===== src/rtl/muldiv_unit.sv =====
// Iterative MIPS multiply/divide unit producing architectural HI/LO, one step per clock.
// Define MULDIV_DIV_EN to build the restoring divider; without it DIV/DIVU complete at once with HI/LO untouched.
module muldiv_unit #(
  parameter int WIDTH = 32
) (
  input  logic             clk,
  input  logic             reset,
  input  logic             start,
  input  logic [1:0]       op,
  input  logic [WIDTH-1:0] srcA,
  input  logic [WIDTH-1:0] srcB,
  input  logic             hiWrite,
  input  logic             loWrite,
  output logic             busy,
  output logic             done,
  output logic             divByZero,
  output logic [WIDTH-1:0] hi,
  output logic [WIDTH-1:0] lo
);

  localparam int CW = $clog2(WIDTH + 1);
  localparam int PW = 2 * WIDTH + 1;

  typedef enum logic [1:0] {IDLE, RUN, FIX} state_t;

  state_t           state, state_nxt;
  logic [CW-1:0]    count;
  logic [1:0]       op_q;
  logic             res_neg;
  logic [WIDTH-1:0] a_mag, b_mag;
  logic [WIDTH-1:0] a_abs, b_abs;
  logic [PW-1:0]    work, work_step;
  logic [WIDTH:0]   upper_add;
`ifdef MULDIV_DIV_EN
  logic             rem_neg;
  logic [PW-1:0]    shifted;
  logic [WIDTH:0]   trial;
`endif

  function automatic logic [WIDTH-1:0] abs_w(input logic signed [WIDTH-1:0] x,
                                             input logic is_signed);
    abs_w = (is_signed && x[WIDTH-1]) ? WIDTH'(-x) : x;
  endfunction

  function automatic logic [WIDTH-1:0] cond_neg_w(input logic [WIDTH-1:0] x, input logic neg);
    cond_neg_w = neg ? (~x + WIDTH'(1)) : x;
  endfunction

  function automatic logic [2*WIDTH-1:0] cond_neg_2w(input logic [2*WIDTH-1:0] x,
                                                     input logic neg);
    cond_neg_2w = neg ? (~x + (2*WIDTH)'(1)) : x;
  endfunction

  assign busy  = (state != IDLE);
  assign a_abs = abs_w(srcA, !op[0]);
  assign b_abs = abs_w(srcB, !op[0]);

  always_ff @(posedge clk) begin
    if (!reset) state <= IDLE;
    else        state <= state_nxt;
  end

  always_comb begin
    state_nxt = state;
    case (state)
      IDLE: begin
        if (start) begin
`ifdef MULDIV_DIV_EN
          state_nxt = RUN;
`else
          state_nxt = op[1] ? FIX : RUN;
`endif
        end
      end
      RUN:     if (count == CW'(1)) state_nxt = FIX;
      FIX:     state_nxt = IDLE;
      default: state_nxt = IDLE;
    endcase
  end

  // Multiply: accumulate multiplicand into the upper half, then shift the whole product right.
  // Divide: shift {remainder, quotient} left and keep the trial subtraction when it does not borrow.
  always_comb begin
    upper_add = work[PW-1:WIDTH] + (work[0] ? {1'b0, a_mag} : {(WIDTH+1){1'b0}});
    work_step = {1'b0, upper_add, work[WIDTH-1:1]};
`ifdef MULDIV_DIV_EN
    shifted = {work[PW-2:0], 1'b0};
    trial   = shifted[PW-1:WIDTH] - {1'b0, b_mag};
    if (op_q[1]) begin
      if (shifted[PW-1:WIDTH] >= {1'b0, b_mag})
        work_step = {trial, shifted[WIDTH-1:1], 1'b1};
      else
        work_step = shifted;
    end
`endif
  end

  always_ff @(posedge clk) begin
    if (!reset) begin
      count     <= '0;
      op_q      <= '0;
      res_neg   <= 1'b0;
      a_mag     <= '0;
      b_mag     <= '0;
      work      <= '0;
      hi        <= '0;
      lo        <= '0;
      done      <= 1'b0;
      divByZero <= 1'b0;
`ifdef MULDIV_DIV_EN
      rem_neg   <= 1'b0;
`endif
    end else begin
      done      <= 1'b0;
      divByZero <= 1'b0;
      case (state)
        IDLE: begin
          if (hiWrite) hi <= srcA;
          if (loWrite) lo <= srcA;
          if (start) begin
            op_q    <= op;
            a_mag   <= a_abs;
            b_mag   <= b_abs;
            res_neg <= !op[0] && (srcA[WIDTH-1] ^ srcB[WIDTH-1]);
            count   <= CW'(WIDTH);
            // Low half seeds the multiplier for MULT*, the dividend for DIV*.
            work    <= {{(WIDTH+1){1'b0}}, op[1] ? a_abs : b_abs};
`ifdef MULDIV_DIV_EN
            rem_neg <= !op[0] && srcA[WIDTH-1];
`endif
          end
        end
        RUN: begin
          work  <= work_step;
          count <= count - CW'(1);
        end
        FIX: begin
          done <= 1'b1;
          if (!op_q[1]) begin
            {hi, lo} <= cond_neg_2w(work[2*WIDTH-1:0], res_neg);
          end
`ifdef MULDIV_DIV_EN
          else begin
            lo        <= cond_neg_w(work[WIDTH-1:0], res_neg);
            hi        <= cond_neg_w(work[2*WIDTH-1:WIDTH], rem_neg);
            divByZero <= (b_mag == '0);
          end
`endif
        end
        default: ;
      endcase
    end
  end

endmodule

===== config.mk =====
export PLATFORM = sky130hd
export DESIGN_NAME = muldiv_unit
export DESIGN_NICKNAME = d
export VERILOG_FILES = /design/src/rtl/muldiv_unit.sv
export SDC_FILE = /design/constraint.sdc
export NUM_CORES = 1
export LEC_CHECK = 0
export CAP_MARGIN = 5
export CELL_PAD_IN_SITES_DETAIL_PLACEMENT = 1
export CELL_PAD_IN_SITES_GLOBAL_PLACEMENT = 1
export CORE_MARGIN = 2
export CORE_UTILIZATION = 45
export DETAILED_ROUTE_END_ITERATION = 10
export DONT_BUFFER_PORTS = 1
export GPL_TIMING_DRIVEN = 0
export PLACE_DENSITY = 0.8
export SYNTH_ARGS = -nofsm -noshare
export SYNTH_HDL_FRONTEND = slang
export SYNTH_SLANG_ARGS = --single-unit
export TNS_END_PERCENT = 5

===== constraint.sdc =====
create_clock -name clk -period 4.2 [get_ports clk]
set_input_delay 0.21 -clock clk [delete_from_list [all_inputs] [get_ports clk]]
set_output_delay 0.21 -clock clk [all_outputs]
set_load 0.02 [all_outputs]

# Yosys cells after proc, flatten, opt, wreduce, memory -nomap -nowiden
# Cells that the tools add are included.
[word_totals]
register_bits = 173
output_inout_bits = 67
wordCells = 57
[classes]
add_sub_neg = 5
eq_ne = 8
n_mux = 20
bitwise = 2
reduce_logical = 13
[ops]
columns = ["operator", "n"]
rows = [
  ["$mux 32", 8],
  ["$pmux 65 s2", 1],
  ["$pmux 32 s2", 2],
  ["$mux 65", 1],
  ["$add 64x1->64 const B", 1],
  ["$mux 64", 1],
  ["$neg 32->32", 2],
  ["$not 64->64", 1],
  ["$add 33x32->33", 1],
  ["$pmux 6 s2", 1],
  ["$ne 2x2->1 const B", 5],
  ["$eq 6x1->1 const B", 1],
  ["$mux 2", 3],
  ["$mux 6", 1],
  ["$reduce_and 2->1", 3],
  ["$reduce_and 3->1", 2],
  ["$reduce_bool 2->1", 3],
  ["$sub 6x1->6 const B", 1],
  ["$pmux 2 s2", 1],
  ["$logic_and 1x1->1", 3],
  ["$eq 2x1->1 const B", 1],
  ["$eq 2x2->1 const B", 1],
  ["$logic_not 2->1", 1],
  ["$logic_not 1->1", 1],
  ["other kinds (2)", 2],
]

# Longest topological paths before layout
# Gate-level depths: netlist of the first run.
[depth]
word_depth = 6
depth_mapped = 14
depth_no_buf = 12

# Least setup slack after synthesis of the first run
# OpenSTA, ideal clock, no wires.
[synth_timing]
path_kind = "flip-flop to flip-flop"
from = "reg work[0]"
to = "reg work[61]"
setup_ps = 121
arrival_time_ps = 3042
t_required_ps = 4079
setup_slack_ps = 1037
stages_incl_launch_ff = 15
path_buffers = 2
synth_period_minus_slack_ps = 3163
path_cell_list = "dfxtp_1 clkbuf_1 clkbuf_1 and2_1 ha_1 inv_1 fa_1 nand2b_1 a21oi_1 o2111ai_1 a31oi_1 o21ai_0 o41ai_1 mux2i_1 nand2_1"
[synth_via]
elab_chain_cells = 3
[synth_rtl]
columns = ["element", "line", "text"]
rows = [
  ["start: declaration", "32", "logic [PW-1:0] work, work_step;"],
  ["start signal: assignment", "127", "work <= {{(WIDTH+1){1'b0}}, op[1] ? a_abs : b_abs};"],
  ["start signal: assignment", "134", "work <= work_step;"],
  ["$mux 32", "84", "upper_add = work[PW-1:WIDTH] + (work[0] ? {1'b0, a_mag} : {(WIDTH+1){1'b0}});"],
  ["$add 33x32->33", "84", ""],
  ["$pmux 65 s2", "116", "case (state)"],
]
# No other way between the ends.
# A chain may end at the register's enable or synchronous reset.

# Final worst setup path of the first run
# Same ends and word-level chain as after synthesis.

==> out/summary.txt, run 1 <==
drt drc: 0
fmax: 252.0 MHz
final WL: 50.64 mm
area grow syn2layout: 9.299%
Detailed Route Iter0 Violations: 1189
initial antenna violation count: 0
final setup margin: 0.2320 ns
number of synthesized register bits: 171
asr flop ratio synth: 0%
Worst VDD drop: 298.2 uV
Pleak: 4.675 nW
unique cell type count in the Yosys netlist: 75
Setup crit end kind: flop
clock slew at reported path FFs: 0.08 ns
Pwr Density: 373.5 nW/um^2
sequential element share of the synthesized area: 29.69%
IO Pins: 138
clk sinks: 171
hold_ws: 0.009631 ns
crit path max fanout: 10
number of nets still failing antenna checks after routing: 0
post-place setup slack: -0.3818 ns
core area: 25180 sq um
Final Wtd Congestion: 0.9879
Synth Cell Area: 11530 sq um
ys flop type: dfxtp_1
CTS tree: yes
Critical Path AT: 4.30 ns
CTS max path bufs: 2
DIE WIDTH: 164.1 um
Mapped Avg Cell Area: 7.537 sq um
Post-synth EDFFs: 0
Via Count: 12.39k
Tot Pwr: 4.707 mW
buffers added on ports: 0
MaxCap Viol Count: 0
Max-slew headroom: 21.68%
Final Max Slew Viols: 0
Setup Viol. Count Final: 0
Synth Instances: 1530
Vias/cell: 6.536
total track usage: 37.15%
CTS H-tree lvls: 4
CTS buffer count: 17
period utilization: 94.48%
worst hold path class: primary input to flop
Yosys top cell by area: dfxtp_1
final cell count without fillers: 1895
Layout Skew: 0.01316 ns
Post-Syn Nets: 1639
WP data required: 4.53 ns
HPWL Detailed: 40.13 mm
Final TNS setup: 0 ns
largest net degree at the start of global routing: 19
outcome: finished clean
Initial Util: 45.79%
Final Core Density: 50.05%
Die Area: 26920 sq um
clock root cell: clkbuf_16
first-pass GRT wire length: 74.55 mm
Synth warnings: 0
number of global-route vias before repair: 12.20k
RSZ-0062 raised after global routing: false
top cells by count, synth: nor2_1 (183), dfxtp_1 (171), nand2_1 (149), a21oi_1 (146), o21ai_0 (96)
routed len/inst: 26.73 um
crit path launch type: flop
Final Hold Fails: 0
top post-synthesis cells by area: dfxtp_1 (30%), a21oi_1 (6.3%), xor2_1 (6.2%)
Placed Cells: 1860
Post-DP Area: 11950 sq um
1st-pass router iterations: 5
most common cell in the netlist: nor2_1
share of the synthesized area in the top cell type: 29.69%
row cnt: 58
layout cells sized above 1: 4.731%
min Tclk post-route: 3.968 ns
Slew @ Worst Pin: 1.175 ns
fin area: 12600 sq um
Die H: 164.1 um
critical path class: flop to flop
grt total ovfl: 0
fin nets: 1660
clk_lat worst skew: 0.44 ns
==> cells in the final DEF, fill, tap and decap left out, drive strengths merged, types with 27 or more instances in the layout <==
| cell type | n |
|---|---|
| nand2 | 149 |
| a21oi | 146 |
| clkbuf | 109 |
| and3 | 27 |
| ha | 37 |
| o21ai | 98 |
| nand3 | 41 |
| dfxtp | 171 |
| xor2 | 82 |
| and2 | 39 |
| nor2 | 183 |
| o31ai | 31 |
| inv | 32 |
| a211oi | 58 |
| xnor2 | 55 |
==> kinds of logic (layout without fill, tap and decap cells) <==
family                     Yosys count  count (layout)  synth area share (%)
adders and majority gates           38              38                 4.188
xor gates and xnor gates           137             137                 10.41
other                                1               2               0.03252
muxes                                4               4                0.3472
DFF                                171             171                 29.69
and+or+nand+nor                    576             576                 24.20
buffers and inverters              125             159                 4.123
AOI/OAI and AO/OA                  478             478                 27.02
==> area by class of cell <==
type	count	area, sq um
sequential	171	3425
antenna	1	2.502
inverter	21	78.83
fill	3193	12580
tap	330	412.9
clock inverter	15	186.4
timing repair buffer	3	27.53
multi-input combinational	1234	7651
buffer	103	394.1
clock buffer	17	425.4
==> report_power, final <==
group	total, mW	internal (mW)	switching, mW
Clock	1.71	0.912	0.802
Combinational	0.999	0.327	0.672
Sequential	1.99	1.76	0.233
==> routing by layer <==
layer,vias to the layer above,wire length (um),global-route usage (%)
li1,5584,-,-
met1,6031,21480,50.45
met2,645,21330,55.06
met3,125,5227,8.131
met4,0,2609,19.14
met5,-,0,0
==> worst max-delay path: stages, from the launching register on <==
cell and delay [ns]:
dfxtp_2 0.49, clkbuf_2 0.30, and2_1 0.17, ha_1 0.23, inv_1 0.08, fa_1 0.38, nand2b_1 0.21, a21oi_1 0.24
o2111ai_1 0.26, a31oi_2 0.29, o21ai_0 0.30, o41ai_2 0.41, buf_4 0.18, mux2i_1 0.24, nand2_1 0.07
==> timing repair <==
item / CTS / global route
pin swaps: 0 / 1
gates resized for setup: 2 / 2
hold endpoints to repair: 3 / 0
endpoints found under the setup margin: 3 / 5
hold buffers: 2 / 0
setup buffers: 0 / 1
==> flip-flops by register name, indices dropped and copies added (netlist names) <==
register and cells:
res_neg 1, a_mag 32, done 1, op_q 1, hi 32, state 2, count 6, lo 32
work 64
==> final timing paths <==
check              to      from  cells past startpoint  slack (ns)
max          work[61]   work[0]                     14        0.23
min            lo[27]  srcA[27]                      2        0.01
max reg2reg  work[61]   work[0]                     14        0.23
min reg2reg  a_mag[0]  a_mag[0]                      2        0.47
Note: power is estimated with default switching activity, not from simulation.
==> inputs of run 2 (changes only) <==
==> constraint.sdc (replaced) <==
create_clock -name clk -period 3.7 [get_ports clk]
set_input_delay 0.185 -clock clk [delete_from_list [all_inputs] [get_ports clk]]
set_output_delay 0.185 -clock clk [all_outputs]
set_load 0.02 [all_outputs]
==> run 2 against run 1 <==
Worst setup slack got worse by 0.068 ns. Wire length up 0.11%. First-iteration DRC count rose by 7.7%. Cell count up 0.16%. Clock skew down 0.0013 ns. Clock power grew 14%. Worst hold slack got worse by 0.0068 ns. Die area unchanged. Largest cell class unchanged.
==> out/summary.txt, run 2 (synthesis gave the netlist of run 1 again) <==
outcome: finished clean
number of nets still failing antenna checks after routing: 0 (unchanged)
DR WL met2: 21.08 mm (-1.2%)
fmax: 282.8 MHz (+12%)
largest net degree at the start of global routing: 19 (unchanged)
Final Hold Fails: 0 (unchanged)
commonest non-fill, non-tap cell in the layout: nor2_1
fin nets: 1663 (+0.18%)
CTS H-tree lvls: 4 (unchanged)
critical path class: flop to flop
wire length on met1: 21.22 mm (-1.2%)
Biggest register: work
Initial Util: 45.79% (unchanged)
Worst VDD drop: 335.8 uV (+13%)
core area: 25180 sq um (unchanged)
Max-slew headroom: 18.53% (-3.1 points)
IO Pins: 138 (unchanged)
DIE WIDTH: 164.1 um (unchanged)
Critical Path AT: 3.86 ns (-0.44 ns)
Die H: 164.1 um (unchanged)
Tot Pwr: 5.345 mW (+14%)
period utilization: 95.56% (+1.1 points)
initial antenna violation count: 0 (unchanged)
final cell count without fillers: 1898 (+0.16%)
crit path max fanout: 10 (unchanged)
Pleak: 4.691 nW (+0.34%)
worst hold path class: primary input to flop
row cnt: 58 (unchanged)
clock root cell: clkbuf_16
Pwr Density: 422.4 nW/um^2 (+13%)
final WL: 50.70 mm (+0.11%)
Setup crit end kind: flop
first-pass GRT wire length: 74.73 mm (+0.23%)
CTS tree: yes
WP data required: 4.03 ns (-0.50 ns)
crit path launch type: flop
clock slew at reported path FFs: 0.08 ns (about the same)
commonest cells after routing, fill and taps aside: nor2_1 (183), dfxtp_1 (170), nand2_1 (149)
routed len/inst: 26.71 um (about the same)
CTS buffer count: 17 (unchanged)
Die Area: 26920 sq um (unchanged)
number of global-route vias before repair: 12.22k (+0.21%)
total track usage: 37.27% (+0.12 points)
Final Core Density: 50.25% (+0.20 points)
area grow syn2layout: 9.733%
drt drc: 0 (unchanged)
Largest register FFs: 64 (unchanged)
Detailed Route Iter0 Violations: 1280 (+7.7%)
routed wl met3: 5.626 mm (+7.6%)
layout cells sized above 1: 4.978% (+0.25 points)
Via Count: 12.27k (-0.92%)
1st-pass router iterations: 8 (+3)
grt total ovfl: 0 (unchanged)
Final Max Slew Viols: 0 (unchanged)
clk sinks: 171 (unchanged)
flop2flop setup slack: 0.16 ns (-0.07 ns)
Final Wtd Congestion: 0.9879 (unchanged)
CTS max path bufs: 2 (unchanged)
Placed Cells: 1860 (unchanged)
final setup margin: 0.1643 ns (-0.06769 ns)
min Tclk post-route: 3.536 ns (-0.4323 ns)
post-place setup slack: -0.8818 ns (-0.5000 ns)
max layer used: met4
Layout Skew: 0.01187 ns (-0.001291 ns)
MaxCap Viol Count: 0 (unchanged)
Vias/cell: 6.465 (-1.1%)
clk_lat worst skew: 0.44 ns (about the same)
HPWL Detailed: 40.13 mm (unchanged)
Setup Viol. Count Final: 0 (unchanged)
buffers added on ports: 0 (unchanged)
RSZ-0062 raised after global routing: false
Slew @ Worst Pin: 1.222 ns (+0.04720 ns)
-- run 2: through the flow --
stage	instance area, sq um	hold slack [ns]	TNS, ns
floorplan	11530	0.3210	0
global placement	11940	0.3350	-3.508
detailed placement	11950	0.3374	-4.491
CTS	12640	0.0004454	0
global route	12650	0.01639	0
finish	12650	0.002841	0
-- run 2: final timing paths --
kind,startpoint,to,cells past startpoint
worst max-delay path,work[0],work[61],14
worst min-delay path,srcA[12],hi[12],2
worst max register to register,work[0],work[61],14
worst min register to register,a_mag[0],a_mag[0],2
-- run 2: metal layers --
layer / vias up / track usage (%)
li1: 5588 / -
met1: 5888 / 50.50
met2: 647 / 54.96
met3: 148 / 8.409
met4: 0 / 19.70
met5: - / 0
-- run 2: worst max-delay path, cell delays in order (launching register included) --
cell       delay, ns
dfxtp_4         0.44
clkbuf_4        0.24
and2_1          0.15
ha_1            0.23
inv_1           0.08
fa_1            0.38
nand2b_1        0.22
a21oi_2         0.20
o2111ai_2       0.19
a31oi_2         0.29
o21ai_2         0.15
o41ai_2         0.35
buf_4           0.18
mux2i_1         0.24
nand2_1         0.07
-- run 2: area by class of cell --
cell class / count / area [sq um]
plain buffers: 103 / 397.9
flip-flops and latches: 171 / 3427
diodes: 1 / 2.502
multi-input cells: 1234 / 7665
fillers: 3197 / 12530
well taps: 330 / 412.9
repair buffers: 6 / 57.56
inverters: 21 / 78.83
clock inverters: 15 / 186.4
clock buffers: 17 / 425.4
-- run 2: repair_timing --
item,CTS,global route
pin swaps,1,0
setup buffers,1,0
gates resized for setup,8,5
endpoints found under the setup margin,18,4
hold buffers,5,0
endpoints found under the hold margin,6,0
-- run 2: power breakdown --
group / internal (mW) / switching [mW] / total (mW)
combinational: 0.374 / 0.764 / 1.14
sequential: 2.00 / 0.263 / 2.26
clock: 1.04 / 0.910 / 1.95
total: 3.41 / 1.94 / 5.35
==> inputs of run 3 (changes only) <==
--- a/config.mk
+++ b/config.mk
@@ -9,11 +9,11 @@
 export CELL_PAD_IN_SITES_DETAIL_PLACEMENT = 1
 export CELL_PAD_IN_SITES_GLOBAL_PLACEMENT = 1
 export CORE_MARGIN = 2
-export CORE_UTILIZATION = 45
+export CORE_UTILIZATION = 43
 export DETAILED_ROUTE_END_ITERATION = 10
 export DONT_BUFFER_PORTS = 1
 export GPL_TIMING_DRIVEN = 0
-export PLACE_DENSITY = 0.8
+export PLACE_DENSITY = 0.77
 export SYNTH_ARGS = -nofsm -noshare
 export SYNTH_HDL_FRONTEND = slang
 export SYNTH_SLANG_ARGS = --single-unit
==> run 3 against run 2 <==
Global-route usage fell by 2.0 points. Cell area rose by 0.46%. Core utilization fell by 1.7 points. Worst setup slack improved by 0.032 ns. Critical path depth did not move. Worst hold slack improved by 0.013 ns. First-iteration DRC count fell by 19%. Non-clock buffer count rose by 4. Total power rose by 0.15%. Register-to-register slack improved by 0.03 ns. Via count rose by 0.81%. Cell count rose by 0.42%.
==> out/summary.txt, run 3 (synthesis gave the netlist of run 1 again) <==
fmax: 285.4 MHz (+0.91%)
min Tclk post-route: 3.504 ns (-0.03186 ns)
Vias/cell: 6.491 (+0.39%)
initial antenna violation count: 2 (+2)
Final Wtd Congestion: 0.9826 (-0.54%)
Final Hold Fails: 0 (unchanged)
row cnt: 59 (+1.7%)
post-place setup slack: -0.8003 ns (+0.08157 ns)
crit path max fanout: 10 (unchanged)
MaxCap Viol Count: 0 (unchanged)
IO Pins: 138 (unchanged)
period utilization: 94.70% (-0.86 points)
Initial Util: 44.00% (-1.8 points)
outcome: finished clean
commonest non-fill, non-tap cell in the layout: nor2_1
Pwr Density: 421.1 nW/um^2 (-0.31%)
RSZ-0062 raised after global routing: false
Biggest register: work
Final Core Density: 48.51% (-1.7 points)
Tot Pwr: 5.354 mW (+0.15%)
Pleak: 4.711 nW (+0.41%)
CTS buffer count: 17 (unchanged)
CTS max path bufs: 2 (unchanged)
Max-slew headroom: 30.06% (+12 points)
grt total ovfl: 0 (unchanged)
clk sinks: 171 (unchanged)
Final Max Slew Viols: 0 (unchanged)
CTS tree: yes
1st-pass router iterations: 6 (-2)
CTS H-tree lvls: 4 (unchanged)
WP data required: 4.02 ns (about the same)
core area: 26210 sq um (+4.1%)
routed len/inst: 26.52 um (-0.71%)
Die H: 167.8 um (+2.2%)
first-pass GRT wire length: 74.84 mm (+0.16%)
final WL: 50.55 mm (-0.29%)
critical path class: flop to flop
Via Count: 12.37k (+0.81%)
total track usage: 35.26% (-2.0 points)
Slew @ Worst Pin: 1.049 ns (-0.1730 ns)
Die Area: 28140 sq um (+4.5%)
hold_ws: 0.01597 ns (+0.01313 ns)
Final TNS setup: 0 ns (unchanged)
Largest register FFs: 64 (unchanged)
Setup crit end kind: flop
Worst VDD drop: 259.3 uV (-23%)
DIE WIDTH: 167.8 um (+2.2%)
Setup Viol. Count Final: 0 (unchanged)
fin nets: 1667 (+0.24%)
worst hold path class: primary input to flop
Layout Skew: 0.01684 ns (+0.004968 ns)
layout cells sized above 1: 5.092% (+0.11 points)
clk_lat worst skew: 0.44 ns (about the same)
clock slew at reported path FFs: 0.08 ns (about the same)
commonest cells after routing, fill and taps aside: nor2_1 (183), dfxtp_1 (170), nand2_1 (149)
drt drc: 0 (unchanged)
HPWL Detailed: 39.89 mm (-0.61%)
Detailed Route Iter0 Violations: 1035 (-19%)
clock root cell: clkbuf_16
largest net degree at the start of global routing: 19 (unchanged)
area grow syn2layout: 10.24%
number of global-route vias before repair: 12.31k (+0.72%)
number of nets still failing antenna checks after routing: 0 (unchanged)
crit path launch type: flop
ANT cells: 0 (-1)
buffers added on ports: 0 (unchanged)
final setup margin: 0.1962 ns (+0.03186 ns)
Critical Path AT: 3.82 ns (-0.04 ns)
-- run 3: changes by cell type in the layout (fill, tap and decap cells not counted), moves of 2 or more --
cell	previous run	this run
clkinvlp_4	0	2
inv_8	5	7
dlygate4sd3_1	5	9
inv_6	6	2
-- run 3: power by group --
group	switching [mW]	internal (mW)
Combinational	0.762	0.377
Clock	0.915	1.04
Sequential	0.260	2.00
-- run 3: critical path, cell delays in order (launching register included) --
cell,delay [ns]
dfxtp_4,0.44
clkbuf_4,0.24
and2_1,0.15
ha_1,0.22
inv_1,0.08
fa_1,0.38
nand2b_1,0.20
a21oi_2,0.22
o2111ai_2,0.19
a31oi_2,0.30
o21ai_2,0.15
o41ai_2,0.37
buf_4,0.18
mux2i_1,0.18
nand2_1,0.07
-- run 3: what timing repair did --
action / 4_1_cts / 5_1_grt
pin swaps: 1 / 1
setup endpoints to repair: 19 / 5
gates cloned: 0 / 0
hold endpoints to repair: 11 / 0
setup buffers: 1 / 0
resized for setup: 8 / 8
hold buffers: 9 / 0
-- run 3: area by class of cell --
| cell class | instances | area, sq um |
|---|---|---|
| plain buffers | 103 | 399.1 |
| fillers | 3314 | 13490 |
| inverters | 21 | 78.83 |
| repair buffers | 10 | 97.59 |
| flip-flops and latches | 171 | 3427 |
| clock inverters | 15 | 196.4 |
| clock buffers | 17 | 425.4 |
| multi-input cells | 1234 | 7669 |
| well taps | 335 | 419.2 |
-- run 3: through the flow --
step                      std cells  area, sq um
after floorplan                1530        11530
after global placement         1865        11950
after detailed placement       1865        11960
after CTS                      1906        12690
after global routing           1906        12710
final                          1906        12710
-- run 3: path summary, 6_finish.rpt --
check | from | to | slack (ns) | cells past startpoint
min reg2reg | a_mag[0] | a_mag[0] | 0.48 | 2
max | work[0] | work[61] | 0.20 | 14
max reg2reg | work[0] | work[61] | 0.20 | 14
min | op[0] | res_neg | 0.02 | 3
-- run 3: metal layers --
layer  vias to the layer above  global-route usage (%)  part of all wire (%)
li1                       5589                       -                     -
met1                      6022                   46.70                    43
met2                       623                   53.00                    42
met3                       137                   9.974                    10
met4                         0                   16.45                   4.7
met5                         -                       0                     0
